`src/rtl/bounce_generator.sv`:
```
// Switch-bounce stimulus source: on command, steps noisysignal to a new level with
// LFSR-jittered (or fixed) glitches back to the old level, then settles and pulses done.
module bounce_generator #(
   parameter logic        INIT_LEVEL    = 1'b0,
   parameter int unsigned BOUNCE_COUNT  = 4,
   parameter int unsigned GLITCH_MAX    = 4,
   parameter logic        JITTER_EN     = 1'b1,
   parameter int unsigned SETTLE_CYCLES = 8,
   parameter logic [7:0]  SEED          = 8'hA5
) (
   input  logic clk,
   input  logic reset,
   input  logic start,
   input  logic target,
   output logic noisysignal,
   output logic busy,
   output logic done
);

   localparam int unsigned SEG_W    = $clog2(GLITCH_MAX + 1);
   localparam int unsigned SET_W    = $clog2(SETTLE_CYCLES + 1);
   localparam int unsigned IDX_W    = (BOUNCE_COUNT > 0) ? $clog2(2 * BOUNCE_COUNT) : 1;
   localparam int unsigned LAST_IDX = (BOUNCE_COUNT > 0) ? 2 * BOUNCE_COUNT - 1 : 0;

   typedef enum logic [1:0] {IDLE, BOUNCE, SETTLE} state_t;

   state_t           state, state_nx;
   logic [7:0]       lfsr;
   logic [IDX_W-1:0] seg_idx, seg_idx_nx;
   logic [SEG_W-1:0] seg_cnt, seg_cnt_nx;
   logic [SET_W-1:0] settle_cnt, settle_cnt_nx;
   logic             tgt, tgt_nx;
   logic             ns_nx, busy_nx, done_nx;
   logic [SEG_W-1:0] seg_len_c;

   // Length of a segment loaded at this edge, taken from the current LFSR value
   always_comb begin
      if (JITTER_EN)
         seg_len_c = SEG_W'(lfsr & 8'(GLITCH_MAX - 1)) + SEG_W'(1);
      else
         seg_len_c = SEG_W'(GLITCH_MAX);
   end

   always_comb begin
      state_nx      = state;
      seg_idx_nx    = seg_idx;
      seg_cnt_nx    = seg_cnt;
      settle_cnt_nx = settle_cnt;
      tgt_nx        = tgt;
      ns_nx         = noisysignal;
      busy_nx       = busy;
      done_nx       = 1'b0;
      case (state)
         IDLE: begin
            if (start) begin
               if (target != noisysignal) begin
                  ns_nx      = target;
                  tgt_nx     = target;
                  busy_nx    = 1'b1;
                  seg_idx_nx = '0;
                  seg_cnt_nx = seg_len_c;
                  if (BOUNCE_COUNT == 0) begin
                     state_nx      = SETTLE;
                     settle_cnt_nx = SET_W'(SETTLE_CYCLES);
                  end else begin
                     state_nx = BOUNCE;
                  end
               end else begin
                  done_nx = 1'b1;
               end
            end
         end
         BOUNCE: begin
            if (seg_cnt > SEG_W'(1)) begin
               seg_cnt_nx = seg_cnt - SEG_W'(1);
            end else if (seg_idx == IDX_W'(LAST_IDX)) begin
               ns_nx         = tgt;
               state_nx      = SETTLE;
               settle_cnt_nx = SET_W'(SETTLE_CYCLES);
            end else begin
               // Alternating segments: each expiry flips between new and old level
               seg_idx_nx = seg_idx + IDX_W'(1);
               seg_cnt_nx = seg_len_c;
               ns_nx      = ~noisysignal;
            end
         end
         SETTLE: begin
            if (settle_cnt > SET_W'(1)) begin
               settle_cnt_nx = settle_cnt - SET_W'(1);
            end else begin
               busy_nx  = 1'b0;
               done_nx  = 1'b1;
               state_nx = IDLE;
            end
         end
         default: state_nx = IDLE;
      endcase
   end

   always_ff @(posedge clk) begin
      if (reset) begin
         state       <= IDLE;
         lfsr        <= SEED;
         seg_idx     <= '0;
         seg_cnt     <= '0;
         settle_cnt  <= '0;
         tgt         <= INIT_LEVEL;
         noisysignal <= INIT_LEVEL;
         busy        <= 1'b0;
         done        <= 1'b0;
      end else begin
         state       <= state_nx;
         lfsr        <= {lfsr[6:0], lfsr[7] ^ lfsr[5] ^ lfsr[4] ^ lfsr[3]};
         seg_idx     <= seg_idx_nx;
         seg_cnt     <= seg_cnt_nx;
         settle_cnt  <= settle_cnt_nx;
         tgt         <= tgt_nx;
         noisysignal <= ns_nx;
         busy        <= busy_nx;
         done        <= done_nx;
      end
   end

endmodule

```
`config.mk`:
```
export PLATFORM = sky130hd
export DESIGN_NAME = bounce_generator
export DESIGN_NICKNAME = d
export VERILOG_FILES = /design/src/rtl/bounce_generator.sv
export SDC_FILE = /design/constraint.sdc
export NUM_CORES = 1
export LEC_CHECK = 0
export ABC_AREA = 1
export BUFFER_PORTS_ARGS = -buffer_cell sky130_fd_sc_hd__buf_2
export CAP_MARGIN = 5
export CORE_ASPECT_RATIO = 1.25
export CORE_MARGIN = 10
export CORE_UTILIZATION = 51
export DETAILED_ROUTE_END_ITERATION = 8
export PLACE_DENSITY_LB_ADDON = 0.2
export SYNTH_ARGS = -nofsm -noshare
export SYNTH_HDL_FRONTEND = slang
export SYNTH_SLANG_ARGS = --single-unit
```
`constraint.sdc`:
```
create_clock -name clk -period 2.3 [get_ports clk]
set_clock_uncertainty 0.05 [all_clocks]
set_input_delay 0.115 -clock clk [delete_from_list [all_inputs] [get_ports clk]]
set_output_delay 0.115 -clock clk [all_outputs]
set_load 0.1 [all_outputs]
```
==> out/qor.csv, run 1 <==
stage,metric,value,unit
floorplan,DIE AREA,4902,µm²
global_route,Global Route Usage Sum,0.1064,
sta,slew margin rel.,0.6745,
synthesis,multiplexer share of the synthesized area,0,
placed_design,Port Buffers,6,
setup_path,FF-to-FF setup slack,0.70,ns
hold_path,min-delay worst type,in -> reg,
synthesis,largest family of logic cells by synthesized area,simple AND/OR/NAND/NOR gates,
route,vias per cell,4.972,
layout,Filler Cells Inserted,246,
floorplan,IO Pins,7,
sta,Slew @ Worst Pin,0.4916,ns
floorplan,Initial Util,0.5292,
clock_tree,"Reg clk slew, reported paths",0.13,ns
sta,"Slew Viols, Final",0,
synthesis,synth warn,0,
global_route,met1 Usage GRT,0.1010,
global_route,initial antenna violation count,0,
global_route,first-pass GRT wire length,4167,µm
synthesis,Netlist cell types,23,
synthesis,Synth Area in XOR/XNOR,0.02067,
sta,Min Hold Slack,0.03440,ns
sta,crit path time final,1.599,ns
sta,RSZ-0062 raised after global routing,false,
clock_tree,postcts setup bufs,0,
route,Post-DRT Antenna Nets,0,
setup_path,CP startpoint kind,register,
clock_tree,CTS HTree Levels,1,
global_route,GRT Max-Usage Layer,met2,
synthesis,area share of and/or/nand/nor cells after synthesis,0.3593,
clock_tree,CTS tree,done,
placed_design,detailed placement HPWL,1878,µm
global_route,grt met3 use,0.01912,
outcome,status,"complete, no violations",
run,Max Cap Viol,0,
synthesis,Cells after Synth,174,
global_route,M2 GR Usage,0.2061,
global_route,vias in the first global route,1045,
synthesis,syn_area_per_cell,7.306,µm²
sta,Final Hold Viols,0,
clock_tree,CTS Buf Count,3,
route,drt initial violations,25,
floorplan,Core ar.,2402,µm²
synthesis,post-synthesis adder-cell area fraction,0.06890,
layout,Layout area overhead,8.268,%
setup_path,Worst EP required,2.48,ns
sta,Final period util,0.6953,
sta,fmax,625.3,MHz
placed_design,gpl congestion,0.8193,
sta,Final Worst Setup Slack,0.7008,ns
floorplan,Die X,64.66,µm
route,DRC viols,0,
global_route,GR Overflow Total,0,
route,drt total wl,2363,µm
setup_path,CP Max Fanout,6,
synthesis,post-synthesis compound-gate area fraction,0.06988,
clock_tree,CTS Hold Buffers Added,0,
layout,# diodes,0,
layout,final cell count without fillers,215,
route,Initial DRT Pass Iterations,4,
clock_tree,Clock Tree Buf Depth,2,
synthesis,Post-Syn Nets,185,
clock_tree,post-CTS resize count,0,
sta,setup TNS,0,ns
synthesis,"FF+latch count, synth",24,
setup_path,Crit Path Category,reg -> reg,
setup_path,CP Capture Type,register,
floorplan,DIE HEIGHT,75.82,µm
global_route,largest net degree at the start of global routing,17,
sta,Setup-failing EPs final,0,
clock_tree,"Clk Latency, worst-skew pair",0.31,ns
clock_tree,clk root buf,clkbuf_4,
synthesis,synthesized area,1271,µm²
setup_path,crit path DAT,1.78,ns
pwr,Lkg Pwr,0.0006835,µW
floorplan,Core Rows,20,
placed_design,cell count after placement,211,
pwr,Worst VDD drop,0.5099,mV
route,routed len/inst,10.99,µm
layout,post-layout net count,194,
route,vias,1069,
synthesis,"Seq/Total Area, Yosys",0.3780,
layout,share of post-route cells with drive strength above 1,0.1538,
pwr,pwr dens,933.1,nW/µm²
placed_design,post-place setup slack,0.7040,ns
clock_tree,CTS sink count,24,
==> per-layer routing <==
layer  vias up  share of wire  wire length, µm
met1       483           0.40              952
met3         9          0.022               51
met4         0          0.033               79
met5         -              0                0
met2        13           0.54             1279
li1        564              -                -
==> cell type report <==
| class | instances | area (µm²) | share of cell area |
|---|---|---|---|
| repair buffers | 6 | 30.03 | 0.02182 |
| inverters | 30 | 112.6 | 0.08182 |
| well taps | 33 | 41.29 | 0.03000 |
| flip-flops and latches | 24 | 480.5 | 0.3491 |
| clock inverters | 1 | 30.03 | 0.02182 |
| multi-input cells | 118 | 659.4 | 0.4791 |
| clock buffers | 3 | 22.52 | 0.01636 |
==> critical path, cell delays in order (launching register included) <==
cell	delay [ns]
dfxtp_1	0.38
inv_1	0.09
ha_1	0.23
o21ai_0	0.24
nand2_1	0.21
nand2_2	0.14
inv_2	0.05
nor2_1	0.08
nor2_1	0.04
==> cells in the final DEF, fill, tap and decap left out <==
master,Yosys,routed
xnor2_1,2,2
inv_1,25,25
o21ai_0,5,5
nand3_2,3,3
xor2_1,1,1
nand3_4,1,1
nand4_1,4,4
a21oi_1,11,11
nand2_2,3,3
bufinv_16,0,1
inv_2,4,4
dfxtp_1,24,24
or2_2,3,3
o22a_1,1,1
nand3_1,14,14
nand2_4,2,2
nand2_1,36,36
nand4_4,1,1
buf_2,0,6
clkbuf_4,0,3
nor2_4,1,1
nor2_1,23,23
clkinv_1,1,1
ha_1,7,7
==> registers in the layout (all words and copies together), names as in the netlist <==
| signal | cells |
|---|---|
| busy | 1 |
| done | 1 |
| lfsr | 8 |
| noisysignal | 1 |
| seg_cnt | 3 |
| seg_idx | 3 |
| settle_cnt | 4 |
| state | 2 |
| tgt | 1 |
==> stage by stage <==
stage | utilization | power, µW | instance area (µm²)
3_5_place_dp | 0.5510 | 999.1 | 1324
3_3_place_gp | 0.5510 | 975.1 | 1324
4_1_cts | 0.5729 | 1301 | 1376
5_1_grt | 0.5729 | 1380 | 1376
6_report | 0.5729 | 1284 | 1376
2_1_floorplan | - | 922.8 | 1271
==> cell usage after synthesis <==
library cell	instances	area, µm²
nand2_1	36	135.1
inv_1	25	93.84
dfxtp_1	24	480.5
nor2_1	23	86.33
nand3_1	14	70.07
a21oi_1	11	55.05
ha_1	7	87.58
o21ai_0	5	25.02
inv_2	4	15.01
nand4_1	4	25.02
nand2_2	3	18.77
nand3_2	3	30.03
or2_2	3	18.77
nand2_4	2	22.52
xnor2_1	2	17.52
buf_8	1	15.01
clkbuf_1	1	3.750
clkinv_1	1	3.750
nand3_4	1	17.52
nand4_4	1	21.27
nor2_4	1	11.26
o22a_1	1	8.760
xor2_1	1	8.760
==> report_power, final <==
part / switching [µW] / leakage, µW / internal [µW]
Clock: 123 / 0.0000279 / 176
Sequential: 41.8 / 0.000198 / 474
Combinational: 329 / 0.000458 / 141
==> worst paths after layout <==
kind | startpoint | end | cells after the start
setup / recovery | settle_cnt[0] | settle_cnt[0] | 8
hold / removal | target | tgt | 3
setup reg to reg | settle_cnt[0] | settle_cnt[0] | 8
hold reg to reg | lfsr[2] | lfsr[3] | 2
==> kinds of logic after synthesis <==
family | count (synthesis)
compound gates | 17
xor+xnor | 3
fa+ha+maj | 7
buf+inv | 32
flops | 24
simple gates | 91
(Power assumes the default switching activity.)
==> run 2: changes to the inputs <==
Clock period 2.3 ns to 1.3 ns, I/O delays scaled along.
==> out/qor.csv, run 2 (synthesized netlist as in run 1, its figures left out) <==
stage,metric,value,unit,change
sta,crit path time final,1.354,ns,-0.2447 ns
layout,"commonest non-fill, non-tap cell in the layout",nand2_1,,
clock_tree,CTS Buf Count,3,,unchanged
route,DRC viols,0,,unchanged
route,drt total wl,3147,µm,+33%
pwr,pwr dens,1523,nW/µm²,+63%
run,Max Cap Viol,0,,unchanged
sta,Final Hold Viols,0,,unchanged
placed_design,detailed placement HPWL,2015,µm,+7.3%
layout,post-layout net count,219,,+13%
global_route,Global Route Usage Sum,0.1262,,+0.01978
global_route,largest net degree at the start of global routing,16,,-1
setup_path,CP max stage cell,dfxtp_2,,
layout,Util after Layout,0.7443,,+0.1714
sta,RSZ-0062 raised after global routing,true,,
floorplan,Initial Util,0.5292,,unchanged
placed_design,Placed Instance Area,1469,µm²,+11%
layout,final cell count without fillers,240,,+12%
pwr,Lkg Pwr,0.0008459,µW,+24%
floorplan,IO Pins,7,,unchanged
clock_tree,CTS sink count,24,,unchanged
route,routed len/inst,13.11,µm,+19%
placed_design,Port Buffers,6,,unchanged
route,Post-DRT Antenna Nets,0,,unchanged
layout,Layout area overhead,40.65,%,
global_route,vias in the first global route,1233,,+18%
pwr,Worst VDD drop,1.375,mV,+170%
setup_path,Crit Path Category,reg -> reg,,
global_route,first-pass GRT wire length,5057,µm,+21%
sta,slew margin rel.,0.6787,,+0.004224
outcome,status,"finished, violations left",,
route,drt initial violations,49,,+96%
setup_path,max incr delay on CP,0.36,ns,-0.02 ns
floorplan,Die X,64.66,µm,unchanged
placed_design,cell count after placement,227,,+7.6%
global_route,GR Overflow Total,0,,unchanged
floorplan,Core Rows,20,,unchanged
setup_path,CP Max Fanout,6,,unchanged
floorplan,DIE AREA,4902,µm²,unchanged
sta,Final Worst Setup Slack,-0.05449,ns,-0.7553 ns
clock_tree,"Clk Latency, worst-skew pair",0.32,ns,about the same
layout,Reg with most FFs,lfsr,,
sta,Setup-failing EPs final,6,,+6
layout,Largest register FFs,8,,unchanged
clock_tree,CTS HTree Levels,1,,unchanged
floorplan,Core ar.,2402,µm²,unchanged
floorplan,DIE HEIGHT,75.82,µm,unchanged
route,Initial DRT Pass Iterations,4,,unchanged
setup_path,CP startpoint kind,register,,
outcome,failing checks,setup timing,,
layout,biggest regs,"lfsr x8, settle_cnt x4",,
hold_path,min-delay worst type,in -> reg,,
placed_design,gpl congestion,0.9616,,+17%
global_route,initial antenna violation count,0,,unchanged
setup_path,Worst EP required,1.49,ns,-0.99 ns
sta,Min Hold Slack,0.05264,ns,+0.01824 ns
clock_tree,clk root buf,clkbuf_4,,
route,vias per cell,5.021,,+0.98%
layout,share of post-route cells with drive strength above 1,0.4541,,+0.3003
layout,most frequent cells in the layout,"nand2_1, buf_4, nor2_1",,
route,vias,1205,,+13%
sta,"Slew Viols, Final",0,,unchanged
layout,# diodes,0,,unchanged
setup_path,CP cell instances,ha_4 > ha_4 > inv_4 > nand2_4 > nand2_4 > nand3_4 > a21oi_2 > nor2_1,,
sta,Final period util,1.042,,+0.3466
clock_tree,"Reg clk slew, reported paths",0.14,ns,about the same
layout,Finished Cell Area,1788,µm²,+30%
setup_path,crit path DAT,1.54,ns,-0.24 ns
clock_tree,Clock Tree Buf Depth,2,,unchanged
setup_path,CP Capture Type,register,,
clock_tree,CTS tree,done,,
sta,fmax,738.3,MHz,+18%
sta,Slew @ Worst Pin,0.4852,ns,-0.006380 ns
placed_design,post-place setup slack,-0.1039,ns,-0.8079 ns
-- run 2: cell type report --
| type | instances | area (µm²) |
|---|---|---|
| multi-input combinational | 118 | 829.5 |
| fill | 181 | 614.3 |
| sequential | 24 | 499.2 |
| timing repair buffer | 31 | 250.2 |
| inverter | 30 | 120.1 |
| clock buffer | 4 | 47.55 |
| tap | 33 | 41.29 |
-- run 2: power breakdown --
| group | total (µW) | switching [µW] | leakage, µW | internal [µW] |
|---|---|---|---|---|
| sequential | 953 | 98.6 | 0.000202 | 855 |
| clock | 467 | 232 | 0.0000261 | 235 |
| combinational | 1300 | 768 | 0.000617 | 536 |
| total | 2720 | 1100 | 0.000846 | 1630 |
-- run 2: per-stage QoR --
stage	total power, µW	setup TNS, ns
2_1_floorplan	1638	-0.01307
3_3_place_gp	1873	-0.3970
3_5_place_dp	1910	-0.8272
4_1_cts	2540	-0.05559
5_1_grt	2919	-0.8085
6_report	2724	-0.1533
-- run 2: routing by layer --
layer | vias up | track usage | routed length, µm | part of all wire
li1 | 615 | - | - | -
met1 | 570 | 0.1255 | 1172 | 0.37
met2 | 14 | 0.2555 | 1863 | 0.59
met3 | 6 | 0.02794 | 69 | 0.022
met4 | 0 | 0.03333 | 42 | 0.013
met5 | - | 0 | 0 | 0
-- run 2: final timing paths --
check	slack [ns]	to	cells after the start	from
min	0.05	seg_cnt[1]	3	reset
min reg2reg	0.37	lfsr[3]	2	lfsr[2]
max reg2reg	-0.05	seg_idx[2]	8	seg_idx[0]
max	-0.05	seg_idx[2]	8	seg_idx[0]
-- run 2: repair_timing --
| action | in CTS | in global routing |
|---|---|---|
| setup buffers | 4 | 5 |
| hold buffers | 1 | 0 |
| endpoints found under the hold margin | 1 | 0 |
| setup endpoints to repair | 14 | 13 |
| pin swaps | 10 | 23 |
| gates resized for setup | 25 | 36 |
-- run 2: critical path, delay by kind of cell (launching register included) --
family / cells / cell delay, ns
flip-flops: 1 / 0.36
adder cells (fa/ha/maj): 2 / 0.34
AND/OR/NAND/NOR: 4 / 0.31
buffers and inverters: 1 / 0.06
AO/OA/AOI/OAI: 1 / 0.15
==> run 3: changes to the inputs <==
Settings changed: CORE_UTILIZATION 51 to 53.
==> out/qor.csv, run 3 (synthesized netlist as in run 1, its figures left out) <==
stage,metric,value,unit,change
outcome,status,"finished, violations left",,
outcome,failing checks,setup timing,,
hold_path,min-delay worst type,in -> reg,,
sta,Final period util,1.028,,-0.01421
setup_path,reg2reg end,seg_idx[0],,
global_route,vias in the first global route,1160,,-5.9%
pwr,Worst VDD drop,1.323,mV,-3.8%
layout,Largest register FFs,8,,unchanged
sta,Setup-failing EPs final,7,,+1
hold_path,Hold Crit Start,reset,,
sta,fmax,748.5,MHz,+1.4%
setup_path,FF-to-FF setup slack,-0.04,ns,+0.02 ns
global_route,Global Route Usage Sum,0.1212,,-0.004944
floorplan,Die X,63.81,µm,-1.3%
route,Top Metal Used,met4,,
floorplan,Initial Util,0.5689,,+0.03970
placed_design,Placed Instance Area,1446,µm²,-1.5%
route,routed len/inst,12.67,µm,-3.4%
sta,crit path time final,1.336,ns,-0.01847 ns
setup_path,Worst EP required,1.48,ns,about the same
route,M1 WL,1253,µm,+6.9%
route,met2 WL,1485,µm,-20%
clock_tree,CTS tree,done,,
placed_design,detailed placement HPWL,2013,µm,about the same
floorplan,DIE HEIGHT,74.76,µm,-1.4%
route,Post-DRT Antenna Nets,0,,unchanged
setup_path,CP Capture Type,register,,
placed_design,Port Buffers,6,,unchanged
route,DRC viols,0,,unchanged
layout,most frequent cells in the layout,"nand2_1, inv_1, nor2_1",,
sta,RSZ-0062 raised after global routing,true,,
pwr,Lkg Pwr,0.0008173,µW,-3.4%
clock_tree,CTS sink count,24,,unchanged
route,vias,1197,,-0.66%
floorplan,IO Pins,7,,unchanged
clock_tree,CTS HTree Levels,1,,unchanged
setup_path,crit path DAT,1.52,ns,-0.02 ns
floorplan,DIE AREA,4770,µm²,-2.7%
setup_path,CP Max Fanout,6,,unchanged
placed_design,cell count after placement,224,,-1.3%
sta,Slew @ Worst Pin,0.4886,ns,+0.003395 ns
layout,Reg with most FFs,lfsr,,
route,drt initial violations,57,,+16%
layout,final cell count without fillers,234,,-2.5%
setup_path,Crit Path Category,reg -> reg,,
layout,share of post-route cells with drive strength above 1,0.4187,,-0.03539
sta,slew margin rel.,0.6765,,-0.002248
floorplan,Core Rows,19,,-5.0%
layout,"commonest non-fill, non-tap cell in the layout",nand2_1,,
route,Initial DRT Pass Iterations,4,,unchanged
setup_path,R2R cell count,8,,unchanged
setup_path,R2R Path Start,seg_idx[0],,
setup_path,max incr delay on CP,0.36,ns,about the same
hold_path,worst hold path stage count,3,,unchanged
layout,Layout area overhead,35.63,%,
clock_tree,"Reg clk slew, reported paths",0.13,ns,about the same
sta,setup TNS,-0.1260,ns,+0.02732 ns
setup_path,CP max stage cell,dfxtp_2,,
global_route,first-pass GRT wire length,4761,µm,-5.9%
placed_design,post-place setup slack,-0.1123,ns,-0.008355 ns
route,vias per cell,5.115,,+1.9%
route,Met3 Wirelength,141,µm,+100%
clock_tree,CTS Buf Count,3,,unchanged
global_route,GR Overflow Total,0,,unchanged
layout,Util after Layout,0.7716,,+0.02729
setup_path,Worst setup startpoint,seg_idx[0],,
clock_tree,"Clk Latency, worst-skew pair",0.32,ns,about the same
hold_path,hold path endpoint,seg_cnt[1],,
global_route,largest net degree at the start of global routing,16,,unchanged
setup_path,CP cell instances,ha_4 > ha_4 > inv_2 > nand2_4 > nand2_4 > nand3_4 > a21oi_1 > nor2_1,,
pwr,pwr dens,1481,nW/µm²,-2.8%
layout,post-layout net count,215,,-1.8%
run,Max Cap Viol,0,,unchanged
layout,Finished Cell Area,1724,µm²,-3.6%
layout,# diodes,0,,unchanged
clock_tree,Clock Tree Buf Depth,2,,unchanged
placed_design,gpl congestion,0.8371,,-13%
setup_path,CP startpoint kind,register,,
sta,Final Hold Viols,0,,unchanged
layout,Filler Cells Inserted,160,,-12%
floorplan,Core ar.,2235,µm²,-7.0%
route,drt total wl,2965,µm,-5.8%
clock_tree,clk root buf,clkbuf_4,,
sta,"Slew Viols, Final",0,,unchanged
global_route,initial antenna violation count,0,,unchanged
sta,Final Worst Setup Slack,-0.03601,ns,+0.01847 ns
layout,biggest regs,"lfsr x8, settle_cnt x4",,
[run 3: cell count changes in the layout (fill, tap and decap cells not counted), moves of 2 or more]
cell / delta
buf_4: -2
inv_1: +3
inv_2: -3
nand2_2: -2
nor2_2: -2
nor2_4: +2
[run 3: how the worst max path moves through the flow]
stage | to | slack (ns)
finish | seg_idx[0] | -0.04
global route | seg_idx[1] | -0.11
CTS | seg_idx[1] | -0.02
detailed placement | seg_cnt[0] | -0.11
global placement | seg_cnt[0] | -0.09
floorplan | seg_cnt[0] | -0.007
[run 3: final cells by class]
cell class	count	area, µm²	area share
sequential	24	501.7	0.2910
timing repair buffer	27	203.9	0.1183
multi-input combinational	118	812.0	0.4710
inverter	30	120.1	0.06967
tap	31	38.79	0.02250
clock buffer	4	47.55	0.02758
[run 3: power by group]
part           internal, µW  switching (µW)  leakage, µW
Sequential              857             104     0.000203
Clock                   235             229    0.0000261
Combinational           445             683     0.000588
Total                  1540            1020     0.000817
[run 3: per-stage QoR]
stage	total power, µW	hold slack [ns]
after global placement	1842	0.3149
after floorplan	1638	0.08407
after detailed placement	1877	0.3423
after CTS	2500	0.04774
final	2553	0.05233
after global routing	2730	0.07884
[run 3: critical path: cells and delay by family, from the launching register on]
family                     cells  cell delay [ns]
adders and majority gates      2             0.33
and+or+nand+nor                4             0.28
AOI/OAI and AO/OA              1             0.15
DFF                            1             0.36
buffers and inverters          1             0.07
[run 3: timing repair]
action | 4_1_cts | 5_1_grt
resized for setup | 27 | 30
pin swaps | 12 | 13
endpoints found under the hold margin | 1 | 0
cloned | 0 | 0
hold buffers | 1 | 0
setup buffers | 5 | 1
endpoints found under the setup margin | 15 | 17
[run 3: per-layer routing]
metal / up-vias / track usage
li1: 610 / -
met1: 539 / 0.1295
met2: 37 / 0.2259
met3: 11 / 0.01929
met4: 0 / 0.06326
met5: - / 0
